$ cat config.mk
export PLATFORM = sky130hd
export DESIGN_NAME = disp_syncgen_p
export DESIGN_NICKNAME = d
export VERILOG_FILES = /design/src/rtl/disp_syncgen_p.sv
export SDC_FILE = /design/constraint.sdc
export NUM_CORES = 1
export LEC_CHECK = 0
export BUFFER_PORTS_ARGS = -buffer_cell sky130_fd_sc_hd__buf_4
export CAP_MARGIN = 5
export CORE_AREA = 5 5 56 58
export CTS_BUF_LIST = sky130_fd_sc_hd__clkbuf_8
export CTS_CLUSTER_SIZE = 12
export DETAILED_ROUTE_END_ITERATION = 12
export DIE_AREA = 0 0 61 63
export PLACE_DENSITY = 0.88
export SETUP_SLACK_MARGIN = 0.5
export SLEW_MARGIN = 30
export SYNTH_ARGS = -nofsm -noshare
export SYNTH_HDL_FRONTEND = slang
export SYNTH_SLANG_ARGS = --single-unit
export TNS_END_PERCENT = 30
$ cat constraint.sdc
create_clock -name DCLK -period 5.95 [get_ports DCLK]
set_input_delay 0.8925 -clock DCLK [delete_from_list [all_inputs] [get_ports DCLK]]
set_output_delay 0.8925 -clock DCLK [all_outputs]
set_load 0.01 [all_outputs]
$ cat src/rtl/disp_syncgen_p.sv
// Parametrised display timing generator: h/v counters, look-ahead pixel fetch strobe,
// LEAD-delayed HS/VS/DE, sticky VBLANK and frame-aligned start/stop.
//   state    | meaning
//   ST_IDLE  | counters held at 0, RUNNING=0
//   ST_RUN   | counting, DISPON high
//   ST_DRAIN | counting until end of frame, DISPON low
module disp_syncgen_p #(
  parameter int H_ACTIVE = 640,
  parameter int H_FP     = 16,
  parameter int H_SYNC   = 96,
  parameter int H_BP     = 48,
  parameter int V_ACTIVE = 480,
  parameter int V_FP     = 10,
  parameter int V_SYNC   = 2,
  parameter int V_BP     = 33,
  parameter bit HS_POL   = 1'b0,
  parameter bit VS_POL   = 1'b0,
  parameter int LEAD     = 2,
  parameter int CW       = 11
) (
  input  logic          DCLK,
  input  logic          DRST,
  input  logic          DISPON,
  input  logic          CLRVBLNK,
  output logic [CW-1:0] HCNT,
  output logic [CW-1:0] VCNT,
  output logic          RDEN,
  output logic          FRAME_START,
  output logic          VGA_HS,
  output logic          VGA_VS,
  output logic          VGA_DE,
  output logic          VBLANK,
  output logic          RUNNING
);

  localparam int HTOTAL = H_ACTIVE + H_FP + H_SYNC + H_BP;
  localparam int VTOTAL = V_ACTIVE + V_FP + V_SYNC + V_BP;

  localparam logic [CW-1:0] H_LAST  = CW'(HTOTAL - 1);
  localparam logic [CW-1:0] V_LAST  = CW'(VTOTAL - 1);
  localparam logic [CW-1:0] H_ACT   = CW'(H_ACTIVE);
  localparam logic [CW-1:0] V_ACT   = CW'(V_ACTIVE);
  localparam logic [CW-1:0] HS_BEG  = CW'(H_ACTIVE + H_FP);
  localparam logic [CW-1:0] HS_END  = CW'(H_ACTIVE + H_FP + H_SYNC);
  localparam logic [CW-1:0] VS_BEG  = CW'(V_ACTIVE + V_FP);
  localparam logic [CW-1:0] VS_END  = CW'(V_ACTIVE + V_FP + V_SYNC);
  localparam logic [CW-1:0] VB_LINE = CW'(V_ACTIVE - 1);
  localparam logic [CW-1:0] ONE     = CW'(1);

  typedef enum logic [1:0] {ST_IDLE, ST_RUN, ST_DRAIN} state_e;

  state_e          state_q, state_d;
  logic [CW-1:0]   hcnt_q, hcnt_d, vcnt_q, vcnt_d;
  logic [LEAD-1:0] de_pipe_q, de_pipe_d, hs_pipe_q, hs_pipe_d, vs_pipe_q, vs_pipe_d;
  logic            vblank_q, vblank_d;
  logic            running, at_last, rden_raw, hs_raw, vs_raw, vblank_set;

  always_comb begin
    state_d    = state_q;
    hcnt_d     = '0;
    vcnt_d     = '0;
    running    = (state_q != ST_IDLE);
    at_last    = (hcnt_q == H_LAST) && (vcnt_q == V_LAST);
    rden_raw   = running && (hcnt_q < H_ACT) && (vcnt_q < V_ACT);
    hs_raw     = running && (hcnt_q >= HS_BEG) && (hcnt_q < HS_END);
    vs_raw     = running && (vcnt_q >= VS_BEG) && (vcnt_q < VS_END);
    vblank_set = running && (hcnt_q == H_LAST) && (vcnt_q == VB_LINE);

    case (state_q)
      ST_IDLE:  if (DISPON) state_d = ST_RUN;
      ST_RUN:   if (!DISPON) state_d = ST_DRAIN;
      ST_DRAIN: begin
        if (DISPON)       state_d = ST_RUN;
        else if (at_last) state_d = ST_IDLE;
      end
      default:  state_d = ST_IDLE;
    endcase

    if (running) begin
      if (hcnt_q == H_LAST) begin
        hcnt_d = '0;
        vcnt_d = (vcnt_q == V_LAST) ? '0 : vcnt_q + ONE;
      end else begin
        hcnt_d = hcnt_q + ONE;
        vcnt_d = vcnt_q;
      end
    end

    // set has priority over a simultaneous software clear
    vblank_d = vblank_set | (vblank_q & ~CLRVBLNK);

    de_pipe_d[0] = rden_raw;
    hs_pipe_d[0] = hs_raw;
    vs_pipe_d[0] = vs_raw;
    for (int i = 1; i < LEAD; i++) begin
      de_pipe_d[i] = de_pipe_q[i-1];
      hs_pipe_d[i] = hs_pipe_q[i-1];
      vs_pipe_d[i] = vs_pipe_q[i-1];
    end
  end

  always_ff @(posedge DCLK) begin
    if (DRST) begin
      state_q   <= ST_IDLE;
      hcnt_q    <= '0;
      vcnt_q    <= '0;
      vblank_q  <= 1'b0;
      de_pipe_q <= '0;
      hs_pipe_q <= '0;
      vs_pipe_q <= '0;
    end else begin
      state_q   <= state_d;
      hcnt_q    <= hcnt_d;
      vcnt_q    <= vcnt_d;
      vblank_q  <= vblank_d;
      de_pipe_q <= de_pipe_d;
      hs_pipe_q <= hs_pipe_d;
      vs_pipe_q <= vs_pipe_d;
    end
  end

  assign HCNT        = hcnt_q;
  assign VCNT        = vcnt_q;
  assign RDEN        = rden_raw;
  assign FRAME_START = running && (hcnt_q == '0) && (vcnt_q == '0);
  assign RUNNING     = running;
  assign VBLANK      = vblank_q;
  assign VGA_DE      = de_pipe_q[LEAD-1];
  assign VGA_HS      = hs_pipe_q[LEAD-1] ? HS_POL : ~HS_POL;
  assign VGA_VS      = vs_pipe_q[LEAD-1] ? VS_POL : ~VS_POL;

endmodule

==> impl_summary.log <==
[metrics] number of warnings issued by yosys: 0
[metrics] tightest slew margin relative to the limit: 48.5%
[metrics] post-synth top area cell: dfxtp_1
[metrics] count of H-tree levels built during CTS: 2
[metrics] Synth-to-Final Area Change: 26.0%
[metrics] Overall Global Routing Usage: 20.3%
[metrics] power consumption: 0.438 mW
[metrics] later-pin clock latency in the skew report: 0.29 ns
[metrics] die boundary height: 63 um
[metrics] internal power: 0.352 mW
[metrics] number of fillers in the final layout: 206
[metrics] cell types occupying the most area after synthesis: dfxtp_1 43%, xnor2_1 5.5%, nor2_1 5.0%, ha_1 3.5%, a21oi_1 3.1%
[metrics] via count of the routed design: 1348
[metrics] net count of the mapped netlist: 175
[metrics] number of max-cap violations: 0
[metrics] std cell rows: 19
[metrics] Tightest Hold Check Type: reg -> reg
[metrics] capturing element type of the critical path: primary output
[metrics] min Tclk post-route: 2.83 ns
[metrics] post-synthesis instance area: 0.00144 mm^2
[metrics] Post-route DRC: 0
[metrics] Worst EP arrival: 1.93 ns
[metrics] starting density of the core: 54.9%
[metrics] top_reg_cell synth: dfxtp_1
[metrics] TritonRoute pass-1 iters: 4
[metrics] Final Cycle Share: 47.5%
[metrics] remaining global-route overflow: 0
[metrics] Sinks on Clock Net: 31
[metrics] share of the synthesized area in the top cell type: 43.2%
[metrics] TritonCTS clock tree: yes
[metrics] part of the power in registers: 48.2%
[metrics] Clk pin slew, worst setup/hold paths: 0.06 ns
[metrics] endpoints failing setup: 0
[metrics] count of buffers from port buffering: 32
[metrics] Post-CTS Hold Fix Bufs: 0
[metrics] via count of the first global-routing pass: 1246
[metrics] average cell area after synthesis: 8.60 um^2
[metrics] Max Fanout on Critical Path: 8
[metrics] placeable core area: 0.00262 mm^2
[metrics] number of endpoints with negative hold slack in the final report: 0
[metrics] switching component of the power: 0.0864 mW
[metrics] setup repair after global routing missed its margin: false
[metrics] number of antenna cells inserted: 0
[metrics] Gate power share: 3.7%
[metrics] sw frac: 19.7%
[metrics] aggregate negative setup slack: 0 ns
[metrics] transition time at the pin with the least slew margin: 0.768 ns
[metrics] num ports: 33
[metrics] vias per inst: 5.76
[metrics] Detail Placement HPWL: 2.48 mm
[metrics] Synth Register Bits: 31
[metrics] largest net degree at the start of global routing: 12
[metrics] count of unique library cells instantiated by Yosys: 33
[metrics] power density of the placed cells: 242 mW/mm^2
[metrics] clock buffers created by TritonCTS: 5
[metrics] status: finished clean
[metrics] number of flops mapped to enable cells by yosys: 0
[metrics] antenna violations before repair: 0
[metrics] Placer Congestion: 0.842
[metrics] buffer count from post-CTS setup fixing: 0
[metrics] clock tree skew after final layout: 0.00692 ns
[metrics] Max rail drop VDD: 216 uV
[metrics] number of standard cells after synthesis: 167
[metrics] Detailed Route Iter0 Violations: 66
[metrics] number of resized instances in the post-cts repair step: 0
[metrics] width of the chip: 61 um
[metrics] asr flop ratio synth: 0%
[metrics] largest buffer count on any clock path: 2
[metrics] clock power share: 48.2%
[metrics] most used standard cell by instance count after synthesis: dfxtp_1
[metrics] proportion of layout cells with a drive suffix above 1: 22.2%
[metrics] crit start category: flip-flop
[metrics] cell at the root of the clock tree: clkbuf_8
[metrics] wire length of the first global-routing pass: 5.88 mm
[metrics] antenna-violating nets left: 0
[metrics] leakage power: 0.667 nW
[metrics] total count of max-transition violations in the final report: 0
[metrics] data required time of the worst path: 5.06 ns
[metrics] fraction of the yosys area taken by sequential cells: 43.2%
[metrics] critical path start-end classification: reg -> out
[metrics] leading post-synthesis cells by instance count: 31 x dfxtp_1, 19 x nor2_1, 11 x inv_1
[metrics] Total Routed Length: 3.41 mm
[metrics] number of nets in the layout: 210
[metrics] die outline area: 0.00384 mm^2
[metrics] DR WL/cell: 14.6 um
[metrics] highest achievable clock rate: 354 MHz
-- layout by cell type, fill, tap and decap left out, types with 3 or more instances in the layout --
cell / count
buf_4: 32
dfxtp_1: 31
nor2_1: 19
inv_1: 11
xnor2_1: 9
nand3_1: 9
a21oi_1: 9
nand2_1: 8
o21ai_0: 7
nor2b_1: 6
or4_1: 6
nor3_1: 6
clkbuf_8: 6
nand4_1: 5
nor4_1: 4
o31ai_1: 4
or3_1: 4
ha_1: 4
nor4b_1: 3
-- flip-flops by register name, summed over array words and instances (netlist names) --
| name | count |
|---|---|
| HCNT | 11 |
| vs_pipe_q | 2 |
| hs_pipe_q | 2 |
| VBLANK | 1 |
| de_pipe_q | 2 |
| state_q | 2 |
| VCNT | 11 |
-- kinds of logic after synthesis --
group	after synthesis	synth area share, %
and+or+nand+nor	82	32.3
DFF	31	43.2
xor gates and xnor gates	11	6.71
muxes	1	0.697
adders and majority gates	4	3.48
AOI/OAI and AO/OA	23	9.06
buffers and inverters	15	4.53
-- power by group through the flow --
stage	logic, mW	clock network, mW	registers [mW]
2_1_floorplan	0.00781	0	0.216
3_3_place_gp	0.0157	0	0.215
3_5_place_dp	0.0158	0	0.216
4_1_cts	0.0161	0.216	0.211
5_1_grt	0.0178	0.227	0.211
6_report	0.0161	0.211	0.211
-- path summary, 6_finish.rpt --
| kind | cells past startpoint | endpoint | slack (ns) | startpoint |
|---|---|---|---|---|
| worst max register to register | 5 | VCNT[1]$_SDFFE_PP0N_ | 3.48 | HCNT[0]$_SDFF_PP0_ |
| worst min-delay path | 1 | vs_pipe_q[1]$_SDFF_PP0_ | 0.44 | vs_pipe_q[0]$_SDFF_PP0_ |
| worst min register to register | 1 | vs_pipe_q[1]$_SDFF_PP0_ | 0.44 | vs_pipe_q[0]$_SDFF_PP0_ |
| worst max-delay path | 4 | FRAME_START | 3.12 | HCNT[5]$_SDFF_PP0_ |
-- metrics by stage --
step                      area, um^2  cells  utilization [%]  hold WS [ns]  setup slack, ns
after floorplan                 1440    167                -         0.414             3.60
after global placement          1690    226             64.7         0.414             3.36
after detailed placement        1690    226             64.7         0.426             3.50
after CTS                       1810    234             69.2         0.442             3.18
after global routing            1810    234             69.2         0.467             3.05
final                           1810    234             69.2         0.440             3.12
-- critical path, stage by stage (launching register included) --
cell and delay, ns:
dfxtp_1 0.38, or3_4 0.44, or4_1 0.40, nor3_1 0.24, buf_4 0.18
-- routing by layer --
layer	vias up	track usage [%]	wire, um
met3	11	7.23	341
met2	71	30.2	1650
met4	0	9.49	82
li1	664	-	-
met1	602	25.5	1340
met5	-	0	0
-- cell type report --
type	instances	area (um^2)	area share [%]
Sequential cell	31	621	34.3
Timing Repair Buffer	32	240	13.3
Inverter	11	41.3	2.28
Clock buffer	6	82.6	4.56
Clock inverter	2	35.0	1.94
Tap cell	31	38.8	2.14
Multi-Input combinational cell	121	751	41.5
Power figures use the tool's default switching activity.
